File: src/rtl/mem_reader_pkg.sv
// Shared definitions for mem_reader: address-width helper and FSM state encoding.
package mem_reader_pkg;

  // Ceiling log2 of a positive integer. This is used to size the address
  // pointer from the RAM depth.
  function automatic int log2(input int value);
    int r;
    r = 0;
    for (int i = 0; i < 31; i++) begin
      if ((1 << i) < value) r = i + 1;
    end
    return r;
  endfunction

  localparam int DEFAULT_BUFFER_SIZE = 1024;
  localparam int DEFAULT_ADDR_W      = log2(DEFAULT_BUFFER_SIZE);

  // Each token takes four states: CHECK, RD_RAM, WAIT_RAM and WR_FIFO.
  typedef enum logic [2:0] {
    ST_IDLE     = 3'd0,
    ST_CHECK    = 3'd1,
    ST_RD_RAM   = 3'd2,
    ST_WAIT_RAM = 3'd3,
    ST_WR_FIFO  = 3'd4,
    ST_DONE     = 3'd5
  } state_t;

endpackage

File: src/rtl/mem_reader.sv
// mem_reader: streams num_tokens words from a synchronous RAM, starting at
// base_addr, into a downstream FIFO. It reads one word per RAM access and
// stalls while the FIFO reports full.
module mem_reader
  import mem_reader_pkg::*;
#(
  parameter  int word_size   = 16,
  parameter  int buffer_size = DEFAULT_BUFFER_SIZE,
  localparam int ADDR_W      = log2(buffer_size)
) (
  input  logic                 clk,
  input  logic                 rst,
  input  logic                 start_in,
  input  logic [ADDR_W-1:0]    base_addr,
  input  logic [ADDR_W:0]      num_tokens,
  input  logic [ADDR_W:0]      FIFO_population,
  input  logic [word_size-1:0] ram_rd_data,
  output logic                 ram_rd_en,
  output logic [ADDR_W-1:0]    ram_rd_addr,
  output logic                 FIFO_wr_en,
  output logic [word_size-1:0] output_token,
  output logic                 busy,
  output logic                 done_out
);

  state_t                 r_state;
  state_t                 w_next_state;
  logic [ADDR_W-1:0]      r_ptr;
  logic [ADDR_W:0]        r_remaining;
  logic [word_size-1:0]   r_token;

  logic                   w_accept;
  logic                   w_fifo_full;
  logic                   w_last;
  logic                   w_rd_en;
  logic                   w_wr_en;
  logic                   w_busy;
  logic                   w_done;

  // The FIFO is full only at exactly buffer_size. One slot free still allows a write.
  assign w_fifo_full = (FIFO_population == (ADDR_W+1)'(buffer_size));
  assign w_accept    = (r_state == ST_IDLE) && start_in;
  assign w_last      = (r_remaining == (ADDR_W+1)'(1));

  // State register. Reset abandons any transfer in progress.
  always_ff @(posedge clk or posedge rst) begin
    if (rst) r_state <= ST_IDLE;
    else     r_state <= w_next_state;
  end

  // Address pointer and remaining count. These are loaded on start and stepped once per FIFO write.
  // The pointer wraps naturally because buffer_size is a power of two.
  always_ff @(posedge clk or posedge rst) begin
    if (rst) begin
      r_ptr       <= '0;
      r_remaining <= '0;
    end else if (w_accept) begin
      r_ptr       <= base_addr;
      r_remaining <= num_tokens;
    end else if (r_state == ST_WR_FIFO) begin
      r_ptr       <= r_ptr + ADDR_W'(1);
      r_remaining <= r_remaining - (ADDR_W+1)'(1);
    end
  end

  // Capture the RAM word in the cycle after the read strobe. The word is held until the next read.
  always_ff @(posedge clk or posedge rst) begin
    if (rst)                         r_token <= '0;
    else if (r_state == ST_WAIT_RAM) r_token <= ram_rd_data;
  end

  // Next-state logic and Moore output decode
  always_comb begin
    w_next_state = r_state;
    w_rd_en      = 1'b0;
    w_wr_en      = 1'b0;
    w_busy       = 1'b1;
    w_done       = 1'b0;
    case (r_state)
      ST_IDLE: begin
        w_busy = 1'b0;
        if (start_in) begin
          if (num_tokens == '0) w_next_state = ST_DONE;
          else                  w_next_state = ST_CHECK;
        end
      end
      ST_CHECK: begin
        if (!w_fifo_full) w_next_state = ST_RD_RAM;
      end
      ST_RD_RAM: begin
        w_rd_en      = 1'b1;
        w_next_state = ST_WAIT_RAM;
      end
      ST_WAIT_RAM: begin
        w_next_state = ST_WR_FIFO;
      end
      ST_WR_FIFO: begin
        w_wr_en = 1'b1;
        if (w_last) w_next_state = ST_DONE;
        else        w_next_state = ST_CHECK;
      end
      ST_DONE: begin
        w_done       = 1'b1;
        w_next_state = ST_IDLE;
      end
      default: begin
        w_busy       = 1'b0;
        w_next_state = ST_IDLE;
      end
    endcase
  end

  assign ram_rd_en    = w_rd_en;
  assign ram_rd_addr  = r_ptr;
  assign FIFO_wr_en   = w_wr_en;
  assign output_token = r_token;
  assign busy         = w_busy;
  assign done_out     = w_done;

endmodule
File: config.mk
export PLATFORM = sky130hd
export DESIGN_NAME = mem_reader
export DESIGN_NICKNAME = d
export VERILOG_FILES = /design/src/rtl/mem_reader_pkg.sv /design/src/rtl/mem_reader.sv
export SDC_FILE = /design/constraint.sdc
export NUM_CORES = 1
export LEC_CHECK = 0
export CORE_MARGIN = 2
export CORE_UTILIZATION = 42
export CTS_BUF_LIST = sky130_fd_sc_hd__clkbuf_4 sky130_fd_sc_hd__clkbuf_8
export DETAILED_ROUTE_END_ITERATION = 7
export GPL_TIMING_DRIVEN = 1
export HOLD_SLACK_MARGIN = 0.05
export PLACE_DENSITY = 0.81
export SYNTH_ARGS = -nofsm -noshare
export SYNTH_HDL_FRONTEND = slang
export SYNTH_SLANG_ARGS = --single-unit
File: constraint.sdc
create_clock -name clk -period 4.7 [get_ports clk]
set_clock_uncertainty 0.2 [all_clocks]
set_input_delay 0.705 -clock clk [delete_from_list [all_inputs] [get_ports clk]]
set_output_delay 0.705 -clock clk [all_outputs]
set_load 0.1 [all_outputs]
==> reports/metrics.yaml <==
status: "finished clean"
setup_viol: 0
ctsHoldBuffers: 0
synthToLayoutAreaGrowth_pct: 46.0
cts.reportedPaths.clkPinSlew_ns: 0.08
via_count: 1884
synth_area_sq_um: 2040
syn_inst: 200
min_path_type: "reg2reg"
root_buffer: "clkbuf_8"
synth_area_per_cell_sq_um: 10.2
multi_input_area_sq_um: 962
fmax_ghz: 0.265
reg2reg_depth: 5
synth.top_cell.area_share_pct: 49.0
dieArea_sq_um: 5440
worstSetupEndpointType: "output pin"
grt_pass1_vias: 1759
final_nets: 333
slew_headroom_pct: 34.0
drive_gt1_share_pct: 10.0
rsz0062_at_grt: "no"
cts.path.max_buffers: 2
die_w_um: 73.7
synth_area_leaders: "dfrtp_1 49%, mux2_2 8.8%, nand2_1 5.0%"
maxSlewViolCount: 0
diodes: 0
arrival_ns: 2.87
hold_path_depth: 1
drc: 0
start_kind: "flop"
core-area_sq_um: 4690
yosysUniqueCellTypes: 38
wl_met2_mm: 2.59
required_ns: 3.80
dieHeight_um: 73.7
hold_viol: 0
cts_made_buffers: 5
final_common_cell: "clkdlybuf4s50_1"
yosysSeqAreaShare_pct: 49.0
grt_max_degree: 41
gp_congestion: 0.841
fin_crit_sh_pct: 80.2
register_area_sq_um: 1000
synth.largest_area_cell: "dfrtp_1"
antenna_left: 0
min_from: "output_token[6]"
dr.max_layer_used: "met4"
worst_pin_slew_ns: 0.988
start_util_pct: 43.5
max-cap-violations: 0
insertion_delay_ns: 0.30
wl_per_cell_um: 15.7
synth_edf_count: 0
synthFlopType: "dfrtp_1"
route.met3.wl_um: 303
postCtsSetupRepairBufs: 0
wl_met1_mm: 2.25
synth_nets: 254
antenna_found_initial: 0
firstDrtPassIters: 4
regToRegSetupSlack_ns: 2.29
hold_end: "output_token[6]"
grt_pass1_wl_mm: 8.22
synth_seq_cells: 40
worstPathMaxFanout: 15
reg2reg_from: "r_state[2]"
drt_iter0_drc: 142
tns_ns: 0
synth-async-reset-ratio_pct: 100
clock_sinks: 40
ioPinCount: 81
gr-usage-all-layers_pct: 20.0
cts_resized: 0
rows: 25
grt-ovfl-total: 0
via_per_inst: 5.64
layout_min_cycle_time_ns: 3.77
critPathKind: "reg2out"
dp_hpwl_mm: 3.70
totalWireLength_mm: 5.26
fillers: 411
numPortBuffers: 80
final_cell_mix: "80 x clkdlybuf4s50_1, 40 x dfrtp_1, 27 x nand2_1"
r2r_end: "ram_rd_addr[9]"
cts_tree: "done"
yosysWarningCount: 0
htreeDepth: 2
-- metal layers --
| layer | global-route usage [%] | vias to the layer above |
|---|---|---|
| met1 | 25.8 | 906 |
| met2 | 31.8 | 63 |
| met3 | 5.49 | 12 |
| li1 | - | 903 |
| met4 | 7.88 | 0 |
| met5 | 0 | - |
-- logic make-up after synthesis --
group           share of synthesized area [%]
xor+xnor                                0.858
flops                                    49.0
compound gates                           14.2
fa+ha+maj                                1.84
simple gates                             20.4
buf+inv                                  3.86
mux                                      9.80
-- synthesized netlist by cell type, types with 2 or more instances --
| cell | count |
|---|---|
| o211ai_1 | 11 |
| a21oi_1 | 6 |
| a31oi_1 | 3 |
| o21ai_0 | 10 |
| ha_1 | 3 |
| inv_1 | 4 |
| nand4_1 | 7 |
| clkbuf_1 | 6 |
| o311ai_0 | 4 |
| nor3b_1 | 3 |
| nor4b_1 | 2 |
| nand2_1 | 27 |
| or3_1 | 2 |
| nor3_1 | 6 |
| nor4_1 | 4 |
| buf_2 | 2 |
| buf_6 | 2 |
| a221o_1 | 5 |
| dfrtp_1 | 40 |
| and3_1 | 2 |
| nand3_1 | 4 |
| mux2i_1 | 2 |
| or4_1 | 2 |
| mux2_2 | 16 |
| nor2_1 | 14 |
-- area by class of cell --
class                   count  share of cell area (%)
repair buffers             82                    27.4
flip-flops and latches     40                    33.6
clock buffers               5                    2.31
well taps                  54                    2.27
clock inverters             3                    1.43
multi-input cells         145                    32.3
inverters                   5                   0.797
-- flip-flops by register name (all words and copies together) (netlist names) --
register,count
r_state,3
output_token,16
r_remaining,11
ram_rd_addr,10
-- worst max path at each step --
stage	depth (start not counted)	startpoint	slack, ns	to
3_3_place_gp	3	r_state[0]	1.31	FIFO_wr_en
5_1_grt	3	r_state[2]	0.84	FIFO_wr_en
2_1_floorplan	2	r_state[1]	0.94	ram_rd_en
3_5_place_dp	3	r_state[0]	1.27	FIFO_wr_en
4_1_cts	3	r_state[2]	0.92	FIFO_wr_en
6_report	3	r_state[2]	0.93	FIFO_wr_en
-- per-stage QoR --
step	cells	util [%]	hold WS [ns]	instance area, sq um	setup WS [ns]
6_report	334	63.5	0.306	2980	0.929
3_5_place_dp	326	61.2	0.294	2870	1.27
3_3_place_gp	326	61.2	0.287	2870	1.31
4_1_cts	334	63.5	0.312	2980	0.916
5_1_grt	334	63.5	0.326	2980	0.839
2_1_floorplan	200	-	0.307	2040	0.936
-- critical path: stages, from the launching register on --
cell and delay (ns):
dfrtp_1 0.53, or3b_1 0.64, clkinv_4 0.23, clkdlybuf4s50_1 1.16
Power is not shown: default switching activity piles up to over one toggle a cycle in this logic, so the estimate is an artifact.
